$ cat config.mk
export PLATFORM = sky130hd
export DESIGN_NAME = sr04_scan_scheduler
export DESIGN_NICKNAME = d
export VERILOG_FILES = /design/src/rtl/sr04_pkg.sv /design/src/rtl/sr04_us_counter.sv /design/src/rtl/sr04_scan_scheduler.sv
export SDC_FILE = /design/constraint.sdc
export NUM_CORES = 1
export LEC_CHECK = 0
export BUFFER_PORTS_ARGS = -buffer_cell sky130_fd_sc_hd__buf_2
export CAP_MARGIN = 20
export CORE_MARGIN = 2
export CORE_UTILIZATION = 54
export DETAILED_ROUTE_END_ITERATION = 16
export PLACE_DENSITY = 0.74
export RECOVER_POWER = 100
export REMOVE_ABC_BUFFERS = 1
export SETUP_SLACK_MARGIN = 0.2
export SLEW_MARGIN = 30
export SYNTH_ARGS = -nofsm -noshare
export SYNTH_HDL_FRONTEND = slang
export SYNTH_SLANG_ARGS = --single-unit
$ cat constraint.sdc
create_clock -name iClk -period 3 [get_ports iClk]
set_clock_uncertainty 0.15 [all_clocks]
set_input_delay 0 -clock iClk [delete_from_list [all_inputs] [get_ports iClk]]
set_output_delay 0 -clock iClk [all_outputs]
set_load 0.02 [all_outputs]
$ cat src/rtl/sr04_pkg.sv
// rtl/sr04_pkg.sv - shared state encoding and constants for the sr04 scan scheduler
package sr04_pkg;

    localparam int DIST_W = 10;
    localparam logic [DIST_W-1:0] DIST_TIMEOUT = 10'h3FF;

    // Narrowest microsecond counter; covers the default 60000 us holdoff
    localparam int CNT_MIN_W = 17;

    typedef enum logic [2:0] {
        IDLE    = 3'd0,
        SETTLE  = 3'd1,
        START   = 3'd2,
        WAIT    = 3'd3,
        HOLDOFF = 3'd4
    } state_e;

endpackage

$ cat src/rtl/sr04_us_counter.sv
// rtl/sr04_us_counter.sv - saturating microsecond counter with clear and limit compare
module sr04_us_counter #(
    parameter int CNT_W = 17
) (
    input  logic             iClk,
    input  logic             iRstn,
    input  logic             iClr,
    input  logic             iTick,
    input  logic [CNT_W-1:0] iLimit,
    output logic             oDone
);

    logic [CNT_W-1:0] cnt_q;
    logic [CNT_W-1:0] cnt_d;

    // Clear has priority; ticks stop at all-ones so a long state never wraps
    always_comb begin
        cnt_d = cnt_q;
        if (iClr) begin
            cnt_d = '0;
        end else if (iTick && (cnt_q != '1)) begin
            cnt_d = cnt_q + CNT_W'(1);
        end
    end

    // Count register
    always_ff @(posedge iClk or negedge iRstn) begin
        if (!iRstn) begin
            cnt_q <= '0;
        end else begin
            cnt_q <= cnt_d;
        end
    end

    assign oDone = (cnt_q >= iLimit);

endmodule

$ cat src/rtl/sr04_scan_scheduler.sv
// rtl/sr04_scan_scheduler.sv - round-robin SR04 scan scheduler; SR04_CH_MASK_EN adds a channel skip mask
module sr04_scan_scheduler
    import sr04_pkg::*;
#(
    parameter int NUM_CH     = 4,
    parameter int CH_W       = 2,
    parameter int TIMEOUT_US = 30000,
    parameter int HOLDOFF_US = 60000
) (
    input  logic              iClk,
    input  logic              iRstn,
    input  logic              iTickUs,
    input  logic              iEnable,
    input  logic [DIST_W-1:0] iDistanceCm,
    input  logic              iDistanceValid,
`ifdef SR04_CH_MASK_EN
    input  logic [NUM_CH-1:0] iChMask,
`endif
    output logic              oStart,
    output logic [CH_W-1:0]   oSel,
    input  logic [CH_W-1:0]   iRdSel,
    output logic [DIST_W-1:0] oRdDistanceCm,
    output logic [NUM_CH-1:0] oTimeoutMask,
    output logic              oFrameDone,
    output logic              oBusy
);

    localparam int LIM_MAX = (TIMEOUT_US > HOLDOFF_US) ? TIMEOUT_US : HOLDOFF_US;
    localparam int CNT_W   = ($clog2(LIM_MAX + 1) > CNT_MIN_W) ? $clog2(LIM_MAX + 1) : CNT_MIN_W;
    localparam logic [CH_W-1:0] LAST_CH = CH_W'(NUM_CH - 1);

    state_e              state_q, state_d;
    logic [CH_W-1:0]     sel_q, sel_d;
    logic                fd_q, fd_d;
    logic                vld_q;
    logic [NUM_CH-1:0]   tmo_q, tmo_d;
    logic [DIST_W-1:0]   dist_q [NUM_CH];

    logic                wr_en;
    logic [DIST_W-1:0]   wr_data;
    logic                cnt_clr;
    logic                cnt_done;
    logic [CNT_W-1:0]    cnt_limit;
    logic                vld_rise;
    logic [NUM_CH-1:0]   ch_onehot;
    logic [CH_W-1:0]     nxt_sel;
    logic                nxt_wrap;
    logic [CH_W-1:0]     idle_sel;
    logic                scan_ok;

    // Only a fresh 0->1 of the controller's valid finishes a shot
    assign vld_rise  = iDistanceValid & ~vld_q;
    assign ch_onehot = NUM_CH'(1) << sel_q;
    assign cnt_limit = (state_q == WAIT) ? CNT_W'(TIMEOUT_US) : CNT_W'(HOLDOFF_US);

    sr04_us_counter #(
        .CNT_W (CNT_W)
    ) u_cnt (
        .iClk   (iClk),
        .iRstn  (iRstn),
        .iClr   (cnt_clr),
        .iTick  (iTickUs),
        .iLimit (cnt_limit),
        .oDone  (cnt_done)
    );

`ifdef SR04_CH_MASK_EN
    // Walk forward from the current channel to the next enabled one, noting a wrap
    always_comb begin
        logic [CH_W-1:0] idx;
        logic            found;
        logic            passed;
        idx      = sel_q;
        found    = 1'b0;
        passed   = 1'b0;
        nxt_sel  = sel_q;
        nxt_wrap = 1'b0;
        for (int k = 0; k < NUM_CH; k++) begin
            if (idx == LAST_CH) begin
                idx    = '0;
                passed = 1'b1;
            end else begin
                idx = idx + CH_W'(1);
            end
            if (!found && iChMask[idx]) begin
                found    = 1'b1;
                nxt_sel  = idx;
                nxt_wrap = passed;
            end
        end
    end

    assign scan_ok  = |iChMask;
    assign idle_sel = iChMask[sel_q] ? sel_q : nxt_sel;
`else
    // Plain round-robin successor
    always_comb begin
        nxt_wrap = (sel_q == LAST_CH);
        nxt_sel  = nxt_wrap ? '0 : sel_q + CH_W'(1);
    end

    assign scan_ok  = 1'b1;
    assign idle_sel = sel_q;
`endif

    // Scan sequencing: next state, slot write strobe and timeout bookkeeping
    always_comb begin
        state_d = state_q;
        sel_d   = sel_q;
        fd_d    = 1'b0;
        tmo_d   = tmo_q;
        wr_en   = 1'b0;
        wr_data = iDistanceCm;
        cnt_clr = 1'b0;
        case (state_q)
            IDLE: begin
                if (iEnable && scan_ok) begin
                    state_d = SETTLE;
                    sel_d   = idle_sel;
                end
            end
            SETTLE: begin
                state_d = START;
            end
            START: begin
                cnt_clr = 1'b1;
                state_d = WAIT;
            end
            WAIT: begin
                if (vld_rise) begin
                    wr_en   = 1'b1;
                    wr_data = iDistanceCm;
                    tmo_d   = tmo_q & ~ch_onehot;
                    cnt_clr = 1'b1;
                    state_d = HOLDOFF;
                end else if (cnt_done) begin
                    wr_en   = 1'b1;
                    wr_data = DIST_TIMEOUT;
                    tmo_d   = tmo_q | ch_onehot;
                    cnt_clr = 1'b1;
                    state_d = HOLDOFF;
                end
            end
            HOLDOFF: begin
                if (cnt_done) begin
                    sel_d   = nxt_sel;
                    fd_d    = nxt_wrap;
                    state_d = (iEnable && scan_ok) ? SETTLE : IDLE;
                end
            end
            default: begin
                state_d = IDLE;
            end
        endcase
    end

    // Control registers and valid history
    always_ff @(posedge iClk or negedge iRstn) begin
        if (!iRstn) begin
            state_q <= IDLE;
            sel_q   <= '0;
            fd_q    <= 1'b0;
            vld_q   <= 1'b0;
            tmo_q   <= '0;
        end else begin
            state_q <= state_d;
            sel_q   <= sel_d;
            fd_q    <= fd_d;
            vld_q   <= iDistanceValid;
            tmo_q   <= tmo_d;
        end
    end

    // Per-channel distance slots, written at the end of each shot
    always_ff @(posedge iClk or negedge iRstn) begin
        if (!iRstn) begin
            for (int i = 0; i < NUM_CH; i++) begin
                dist_q[i] <= '0;
            end
        end else if (wr_en) begin
            for (int i = 0; i < NUM_CH; i++) begin
                if (sel_q == CH_W'(i)) begin
                    dist_q[i] <= wr_data;
                end
            end
        end
    end

    // Combinational readout; unused channel indices read as zero
    always_comb begin
        oRdDistanceCm = '0;
        for (int i = 0; i < NUM_CH; i++) begin
            if (iRdSel == CH_W'(i)) begin
                oRdDistanceCm = dist_q[i];
            end
        end
    end

    assign oStart       = (state_q == START);
    assign oSel         = sel_q;
    assign oTimeoutMask = tmo_q;
    assign oFrameDone   = fd_q;
    assign oBusy        = (state_q != IDLE);

endmodule
## Yosys cells after proc, flatten, opt, wreduce, memory -nomap -nowiden

Cells that the tools add are included.

- Bits in registers: 68

- $add $sub $neg: 2
- Order comparisons: 1
- Equality and inequality tests: 14
- Shifts and indexed selects: 1
- Multiplexer cells: 25
- Bitwise operators: 5
- Reductions and logical operators: 14

Operators by type and width:

| cell | number |
|---|---|
| 2-to-1 mux 10 bit | 7 |
| 2-to-1 mux 17 bit | 2 |
| adder 17 x 1 -> 17 bit, second input constant | 1 |
| >= comparator 17 x 16 -> 1 bit | 1 |
| != test 17 bit, second input constant | 1 |
| 2-to-1 mux 16 bit | 1 |
| one-hot mux 3 bit (5 select lines) | 1 |
| 2-to-1 mux 3 bit | 4 |
| AND reduction 2 bit | 6 |
| == test 2 bit, second input constant | 4 |
| 2-to-1 mux 4 bit | 2 |
| == test 3 x 2 -> 1 bit, second input constant | 2 |
| 2-to-1 mux 1 bit | 6 |
| bitwise AND 4 bit | 1 |
| == test 2 x 1 -> 1 bit, second input constant | 2 |
| zero test 2 bit | 2 |
| != test 2 bit, second input constant | 2 |
| NOT 4 bit | 1 |
| bitwise OR 4 bit | 1 |
| nonzero test 2 bit | 2 |
| left shift 1 x 2 -> 4 bit, first input constant | 1 |
| == test 3 x 1 -> 1 bit, second input constant | 1 |
| == test 3 bit, second input constant | 1 |
| zero test 3 bit | 1 |
| 9 further kinds | 9 |

## Logic depth before layout (Yosys ltp)

Gate-level depths: netlist (run 1).

- Word-level depth: 7
- Depth in mapped cells: 11
- Depth with buffers taken out: 9

## By module

A second synthesis (run 1) with hierarchy kept.

- Cells, all modules: 304
- Area total of the unflattened synthesis: 3579.7 um2

Modules (own cells, without submodules):

| module | instances | cells an instance | area each (um2) |
|---|---|---|---|
| sr04_scan_scheduler | 1 | 158 | 2269.7 |
| sr04_us_counter | 1 | 146 | 1310.0 |

## Least setup slack after synthesis (run 1)

Ideal clock, no wire load.

- Kind: reg-to-reg
- Start: register state_q[0]
- End: register sel_q[0] (netlist: oSel[0])
- Setup time: 0.125 ns
- Data arrival time: 2.343 ns
- Required time: 2.725 ns
- Slack: 0.382 ns
- Cell stages (with the launch flop): 11
- Path buffers: 2
- Cells stage by stage: dfrtp_1 > buf_2 > nand3b_4 > inv_2 > ha_1 > nand3_1 > or3_1 > o31a_1 > buf_6 > a21oi_2 > mux2_2

- Word-level cells in the longest chain between the ends: 4

RTL lines:

| item | RTL line | RTL |
|---|---|---|
| start, declared | sr04_scan_scheduler.sv:32 | `state_e state_q, state_d;` |
| start signal, assigned | sr04_scan_scheduler.sv:166 | `state_q <= state_d;` |
| == test 3 x 2 -> 1 bit | sr04_scan_scheduler.sv:54 | `assign cnt_limit = (state_q == WAIT) ? CNT_W'(TIMEOUT_US) : CNT_W'(HOLDOFF_US);` |
| 2-to-1 mux 16 bit | sr04_scan_scheduler.sv:54 |  |
| >= comparator 17 x 16 -> 1 bit | sr04_us_counter.sv:35 | `assign oDone = (cnt_q >= iLimit);` |
| AND reduction 2 bit (no line) (*) | - |  |
| end signal, assigned | sr04_scan_scheduler.sv:167 | `sel_q <= sel_d;` |
| end, declared | sr04_scan_scheduler.sv:33 | `logic [CH_W-1:0] sel_q, sel_d;` |

Mark *: on every way between the ends. The rest lies on a longest branch, timed or not.
A chain may end at the register's enable or synchronous reset.

## Worst setup path in the final report (run 1)

- Start: register state_q[1]
- End: register dist_q[37] in the netlist's numbering

- Word-level cells in the longest chain between the ends: 7

RTL lines:

| item | RTL line | RTL |
|---|---|---|
| == test 3 x 2 -> 1 bit (*) | sr04_scan_scheduler.sv:54, sr04_scan_scheduler.sv:115 |  |
| 2-to-1 mux 16 bit | sr04_scan_scheduler.sv:54 |  |
| >= comparator 17 x 16 -> 1 bit | sr04_us_counter.sv:35 |  |
| 2-to-1 mux 1 bit | sr04_scan_scheduler.sv:136 | `end else if (cnt_done) begin` |
| 2-to-1 mux 1 bit | sr04_scan_scheduler.sv:130 | `if (vld_rise) begin` |
| 2-to-1 mux 1 bit | sr04_scan_scheduler.sv:115 | `case (state_q)` |
| AND reduction 2 bit (no line) | - |  |
| end signal, assigned by index | sr04_scan_scheduler.sv:183 | `dist_q[i] <= wr_data;` |
| end, declared | sr04_scan_scheduler.sv:37 | `logic [DIST_W-1:0] dist_q [NUM_CH];` |

Marks and branches as above.

==> metrics.log, run 1 <==
INFO  metric status = finished, violations left
INFO  metric failed_checks = capacitance limit, slew limit
INFO  metric clkTransAtPathRegs = 0.08 ns
INFO  metric detail_route.wl_per_cell = 17.2 um
INFO  metric number_of_enable_flip_flop_cells_after_synthesis = 0
INFO  metric remaining_drc_errors = 0
INFO  metric grt_remaining_overflow = 0
INFO  metric top_cell_type_by_total_area_after_synthesis = dfrtp_1
INFO  metric chipHeight = 82.4 um
INFO  metric wirelength = 7.17 mm
INFO  metric num_io_pins = 36
INFO  metric leakagePower = between 1 and 1.5 nW
INFO  metric finalWorstPathRequiredPeriod = about 2.7 ns
INFO  metric synth-seq-area-share = between 50% and 60%
INFO  metric route.antenna.remaining_nets = 0
INFO  metric tritoncts = done
INFO  metric cts_root_buffer = clkbuf_8
INFO  metric finalMaxSlewViolations = 33
INFO  metric layout.cells.non_filler = between 400 and 500
INFO  metric async_reset_ff_share = 100%
INFO  metric clock_latency_on_the_worst_skew_pair = 0.33 ns
INFO  metric final_layout_size_suffix_gt1_share = 18.7%
INFO  metric cts_htree_levels = 3
INFO  metric cts.path.max_buffers = 2
INFO  metric worstPathRequired = 3.12 ns
INFO  metric layout.cells.most_common_list = dfrtp_1 (66), o22a_1 (40), nor2_1 (31)
INFO  metric pwr_density_cell = 630 mW/mm^2
INFO  metric post_route_total_power = 2.46 mW
INFO  metric mappedNetlistArea = approximately 0.0033 sq mm
INFO  metric die_area = 0.00679 sq mm
INFO  metric worst_ep_arrival_time = approximately 2.9 ns
INFO  metric final-hold-violation-count = 0
INFO  metric dominantRegCellSynth = dfrtp_1
INFO  metric worst_pin_slew = about 1.8 ns
INFO  metric total_number_of_yosys_warnings = 0
INFO  metric core_area = 0.00592 sq mm
INFO  metric areaGrowthSynthToFinish = 17.6%
INFO  metric ys_types = 43
INFO  metric path_class = flop to flop
INFO  metric io_buffers = 35
INFO  metric grt_util_met1 = 29.7%
INFO  metric synthesis.area_per_instance = between 10 and 15 sq um
INFO  metric final_common_cell = dfrtp_1
INFO  metric grtUsageMet2 = 39.0%
INFO  metric dr_total_vias = about 2,400
INFO  metric initialDrtViolationCount = around 140
INFO  metric n_antenna_cell = 0
INFO  metric global_route.usage.met3 = 4.35%
INFO  metric final_net_count = ~370
INFO  metric tritoncts_num_sinks = between 60 and 70
INFO  metric first_pass_grt_wire_length = 11.5 mm
INFO  metric synthesis.instances = 277
INFO  metric grt_antenna_before_repair = 0
INFO  metric grt_max_degree = 33
INFO  metric avgViaCountPerCell = 5.81
INFO  metric slew-limit-headroom = -17.0%
INFO  metric globalRoute.busiestLayer = met2
INFO  metric worst_hold_check_path_type = input port to flop
INFO  metric final.hold.worst_slack = roughly 0.034 ns
INFO  metric drtPass1Iterations = 4
INFO  metric num_rows = 28
INFO  metric cts_made_buffers = 9
INFO  metric vdd_ir_drop_max = 425 uV
INFO  metric cap_violations = 1
INFO  metric groute.usage.overall = a little under a quarter
INFO  metric tns = 0 ns
INFO  metric detailedPlacementHpwl = around 4.7 mm
INFO  metric synthDominantCellAreaShare = 51.2%
INFO  metric fin_crit_sh = between 90% and 100%
INFO  metric die_x = between 80 and 90 um
INFO  metric cp_max_fo = 11
INFO  metric final.fill_count = roughly 460
INFO  metric final_setup_viols = 0
INFO  metric dp.cells = 385
INFO  metric synth.ff_latch_count = 68
INFO  metric worstSetupEndpointType = flop
INFO  metric initial_utilization = a little under three fifths
INFO  metric netlist_top_cells_area = dfrtp_1 (51%), o22a_1 (11%), mux4_2 (6.8%)
INFO  metric rsz_0062_raised_after_global_routing = false
INFO  metric number_of_global_route_vias_before_repair = 2,379
INFO  metric gpl.final_weighted_congestion = between 0.8 and 0.9
INFO  metric timing.fmax = roughly 360 MHz
INFO  metric final_core_util = 66.0%
INFO  metric critical_path.startpoint_type = flop
## final cells by class
class                      instances  area (sq um)  share of cell area [%]
clock buffer                      12           145                    3.72
clock inverter                     4          72.6                    1.86
inverter                          13          48.8                    1.25
multi-input combinational        186          1490                    38.1
sequential                        68          1700                    43.6
tap                               75          93.8                    2.40
timing repair buffer              59           352                    9.00
## metal layers
metal | vias up | wire length [um]
li1 | 1140 | -
met1 | 1212 | 3180
met2 | 63 | 3620
met3 | 8 | 293
met4 | 0 | 80
met5 | - | 0
## cells in the mapped netlist (3+ instances only)
cell,instances
o22a_1,40
mux4_2,10
nand3_1,7
or3_1,4
xor2_1,3
nor3_1,5
nand4_1,3
clkbuf_1,3
o31a_1,3
and2_1,3
xnor2_1,12
o2bb2ai_1,4
ha_1,11
a21oi_1,4
nand2_1,16
buf_4,4
dfrtp_1,68
nor2_1,24
inv_1,12
a21oi_2,5
nor2_2,10
## stage by stage
stage	setup WS, ns	area, sq um
CTS	0.213	3950
floorplan	0.304	3250
detailed placement	0.155	3600
global route	0.117	3910
finish	0.253	3910
global placement	0.218	3600
## state kept, by name, summed over array words and instances (netlist names), named ones only
| register | cells |
|---|---|
| dist_q | 40 |
| oFrameDone | 1 |
| oSel | 2 |
| state_q | 3 |
| u_cnt.cnt_q | 17 |
| vld_q | 1 |
## power breakdown
group          switching [mW]  leakage, nW  internal, mW
Clock                   0.343        0.107         0.491
Combinational           0.306        0.625         0.225
Sequential             0.0829        0.747          1.01
## kinds of logic after synthesis
family / count (synthesis) / synth area share [%]
muxes: 14 / 8.06
DFF: 68 / 51.2
adders and majority gates: 11 / 4.14
and+or+nand+nor: 80 / 12.1
xor gates and xnor gates: 15 / 3.95
buffers and inverters: 24 / 3.65
AOI/OAI and AO/OA: 65 / 16.8
## worst paths after layout
check | start | end | slack, ns | depth (start not counted)
worst min register to register | dist_q[13]$_DFFE_PN0P_ | dist_q[13]$_DFFE_PN0P_ | 0.34 | 1
worst min-delay path | iTickUs | u_cnt.cnt_q[2]$_DFFE_PN0P_ | 0.03 | 5
min in group asynchronous | iRstn | dist_q[37]$_DFFE_PN0P_ | 0.53 | 2
worst max register to register | state_q[1]$_DFFE_PN0P_ | dist_q[37]$_DFFE_PN0P_ | 0.25 | 9
worst max-delay path | state_q[1]$_DFFE_PN0P_ | dist_q[37]$_DFFE_PN0P_ | 0.25 | 9
max in group asynchronous | iRstn | dist_q[26]$_DFFE_PN0P_ | 0.69 | 3
## critical path: stages (launching register included)
cell,delay (ns)
dfrtp_1,0.46
nand3b_4,0.16
inv_2,0.09
ha_1,0.28
nand3_1,0.09
or3_1,0.40
o31a_2,0.39
a21oi_1,0.14
clkbuf_2,0.30
o22a_1,0.21
## timing repair
action,in CTS,in global routing
gates resized for setup,2,5
buffers inserted,0,2
pin swaps,0,1
cloned,0,1
hold endpoints to repair,72,0
setup endpoints to repair,2,63
hold buffers,13,0
Power figures use the tool's default switching activity.
==> inputs of run 2 (changes only) <==
clock period = 3.2 ns   (was 3 ns; I/O delays follow)
==> run 2 against run 1 <==
Against the previous run: total power is 9.9% lower; design area decreased by 1.1%; critical path depth down 1; highest routed layer unchanged; via count shrank 0.78%; routed wire length down 2.0%; worst hold slack better by 0.15 ns; sequential power decreased by 6%; clock-buffer cell count shrank 3; register-to-register slack improved by 0.08 ns; global-route usage shrank 0.069 points; clock power is 15% lower; the run now ends clean.
==> metrics.log, run 2 (same netlist as run 1, synthesis figures left out) <==
INFO  metric dr_total_vias = approximately 2,400
INFO  metric vdd_ir_drop_max = approximately 450 uV
INFO  metric critical_path.startpoint_type = flop
INFO  metric die_x = roughly 80 um
INFO  metric finalMaxSlewViolations = 0
INFO  metric io_buffers = 35
INFO  metric detailedPlacementHpwl = about 4.8 mm
INFO  metric num_rows = 28
INFO  metric grt_remaining_overflow = 0
INFO  metric num_io_pins = 36
INFO  metric cp_max_fo = 10
INFO  metric rsz_0062_raised_after_global_routing = false
INFO  metric tritoncts = done
INFO  metric detail_route.wl_per_cell = ~17 um
INFO  metric number_of_flip_flops_in_the_largest_register = 40
INFO  metric initial_utilization = 56.1%
INFO  metric final.hold.worst_slack = around 0.18 ns
INFO  metric worst_pin_slew = 1.38 ns
INFO  metric worstPathRequired = between 3 and 4 ns
INFO  metric critical-path-max-stage-delay = about 0.50 ns
INFO  metric status = completed
INFO  metric slew-limit-headroom = 7.82%
INFO  metric final_setup_viols = 0
INFO  metric final-hold-violation-count = 0
INFO  metric timing.fmax = between 300 and 400 MHz
INFO  metric wirelength = 7.02 mm
INFO  metric worst_ep_arrival_time = around 3 ns
INFO  metric worstSetupEndpointType = flop
INFO  metric remaining_drc_errors = 0
INFO  metric number_of_global_route_vias_before_repair = about 2,500
INFO  metric top_regs = dist_q (40), u_cnt.cnt_q (17), state_q (3)
INFO  metric avgViaCountPerCell = around 5.8
INFO  metric worst_hold_check_path_type = input port to flop
INFO  metric final_layout_size_suffix_gt1_share = 16.4%
INFO  metric fin_crit_sh = roughly 90%
INFO  metric grt_max_degree = 28
INFO  metric cts_post_setup_buffers_inserted = 0
INFO  metric gpl.final_weighted_congestion = 0.867
INFO  metric layout.cells.most_common_list = dfrtp_1 (68), o22a_1 (40), nor2_1 (33)
INFO  metric largest-register = dist_q
INFO  metric dp.cells = roughly 390
INFO  metric post_route_total_power = ~2.2 mW
INFO  metric final_common_cell = dfrtp_1
INFO  metric first_pass_grt_wire_length = ~12 mm
INFO  metric final_net_count = roughly 360
INFO  metric groute.usage.overall = between 20% and 30%
INFO  metric cts_root_buffer = clkbuf_8
INFO  metric areaGrowthSynthToFinish = 16.2%
INFO  metric drtPass1Iterations = 4
INFO  metric leakagePower = between 1 and 1.5 nW
INFO  metric core_area = around 0.0059 sq mm
INFO  metric cts.path.max_buffers = 2
INFO  metric worst_path_cell_with_the_longest_stage_delay = dfrtp_1
INFO  metric cap_violations = 0
INFO  metric die_area = about 0.0068 sq mm
INFO  metric initialDrtViolationCount = 132
INFO  metric tns = 0 ns
INFO  metric tritoncts_num_sinks = 68
INFO  metric cp_cell_sequence = nand3b_4, inv_2, ha_1, nand3_1, or3_1, o31a_1, a21oi_2, mux2_2
INFO  metric route.antenna.remaining_nets = 0
INFO  metric path_class = flop to flop
INFO  metric layout.cells.non_filler = between 400 and 500
INFO  metric clock_latency_on_the_worst_skew_pair = approximately 0.35 ns
INFO  metric cts_made_buffers = 9
INFO  metric n_antenna_cell = 0
INFO  metric clkTransAtPathRegs = around 0.080 ns
INFO  metric pwr_density_cell = between 500 and 600 mW/mm^2
INFO  metric grt_antenna_before_repair = 0
INFO  metric chipHeight = a little over 80 um
INFO  metric cts_htree_levels = 3
INFO  metric finalWorstPathRequiredPeriod = 2.87 ns
run 2: area by class of cell:
type	instances	area, sq um
clock buffers	9	124
clock inverters	7	75.1
fillers	482	2060
inverters	13	48.8
multi-input cells	185	1460
flip-flops and latches	68	1700
well taps	75	93.8
repair buffers	59	357
run 2: layer usage:
layer	routed length, um	up-vias	track usage, %
met5	0	-	0
met4	95	0	9.83
met3	264	8	4.02
met2	3530	53	38.3
met1	3140	1202	29.7
li1	-	1141	-
run 2: worst paths after layout:
check | start | to | slack (ns) | depth (start not counted)
min in group asynchronous | iRstn | dist_q[29]$_DFFE_PN0P_ | 0.35 | 2
max | state_q[0]$_DFFE_PN0P_ | oSel[0]$_DFFE_PN0P_ | 0.33 | 8
max reg2reg | state_q[0]$_DFFE_PN0P_ | oSel[0]$_DFFE_PN0P_ | 0.33 | 8
min | iDistanceValid | vld_q$_DFF_PN0_ | 0.18 | 2
min reg2reg | dist_q[14]$_DFFE_PN0P_ | dist_q[14]$_DFFE_PN0P_ | 0.33 | 1
max in group asynchronous | iRstn | vld_q$_DFF_PN0_ | 0.78 | 3
run 2: critical path, delay by kind of cell, from the launching register on:
family / cells / cell delay, ns
mux: 1 / 0.35
fa+ha+maj: 1 / 0.28
simple gates: 3 / 0.68
flops: 1 / 0.50
buf+inv: 1 / 0.10
compound gates: 2 / 0.70
run 2: power breakdown:
group / leakage (nW) / total, mW / switching, mW / internal [mW]
Sequential: 0.750 / 1.03 / 0.0811 / 0.947
Clock: 0.104 / 0.706 / 0.342 / 0.364
Combinational: 0.621 / 0.483 / 0.279 / 0.205
Total: 1.47 / 2.22 / 0.702 / 1.52
run 2: through the flow:
stage	utilization [%]	area, sq um	worst slack, ns
final	65.2	3860	0.328
after floorplan	-	3250	0.504
after CTS	66.4	3930	0.302
after detailed placement	60.7	3590	0.315
after global routing	65.2	3860	0.169
after global placement	60.7	3590	0.416
run 2: repair_timing:
action                                  4_1_cts  5_1_grt
gates resized for setup                       0        2
endpoints found under the hold margin        72        0
endpoints found under the setup margin        0       20
hold buffers                                 14        0
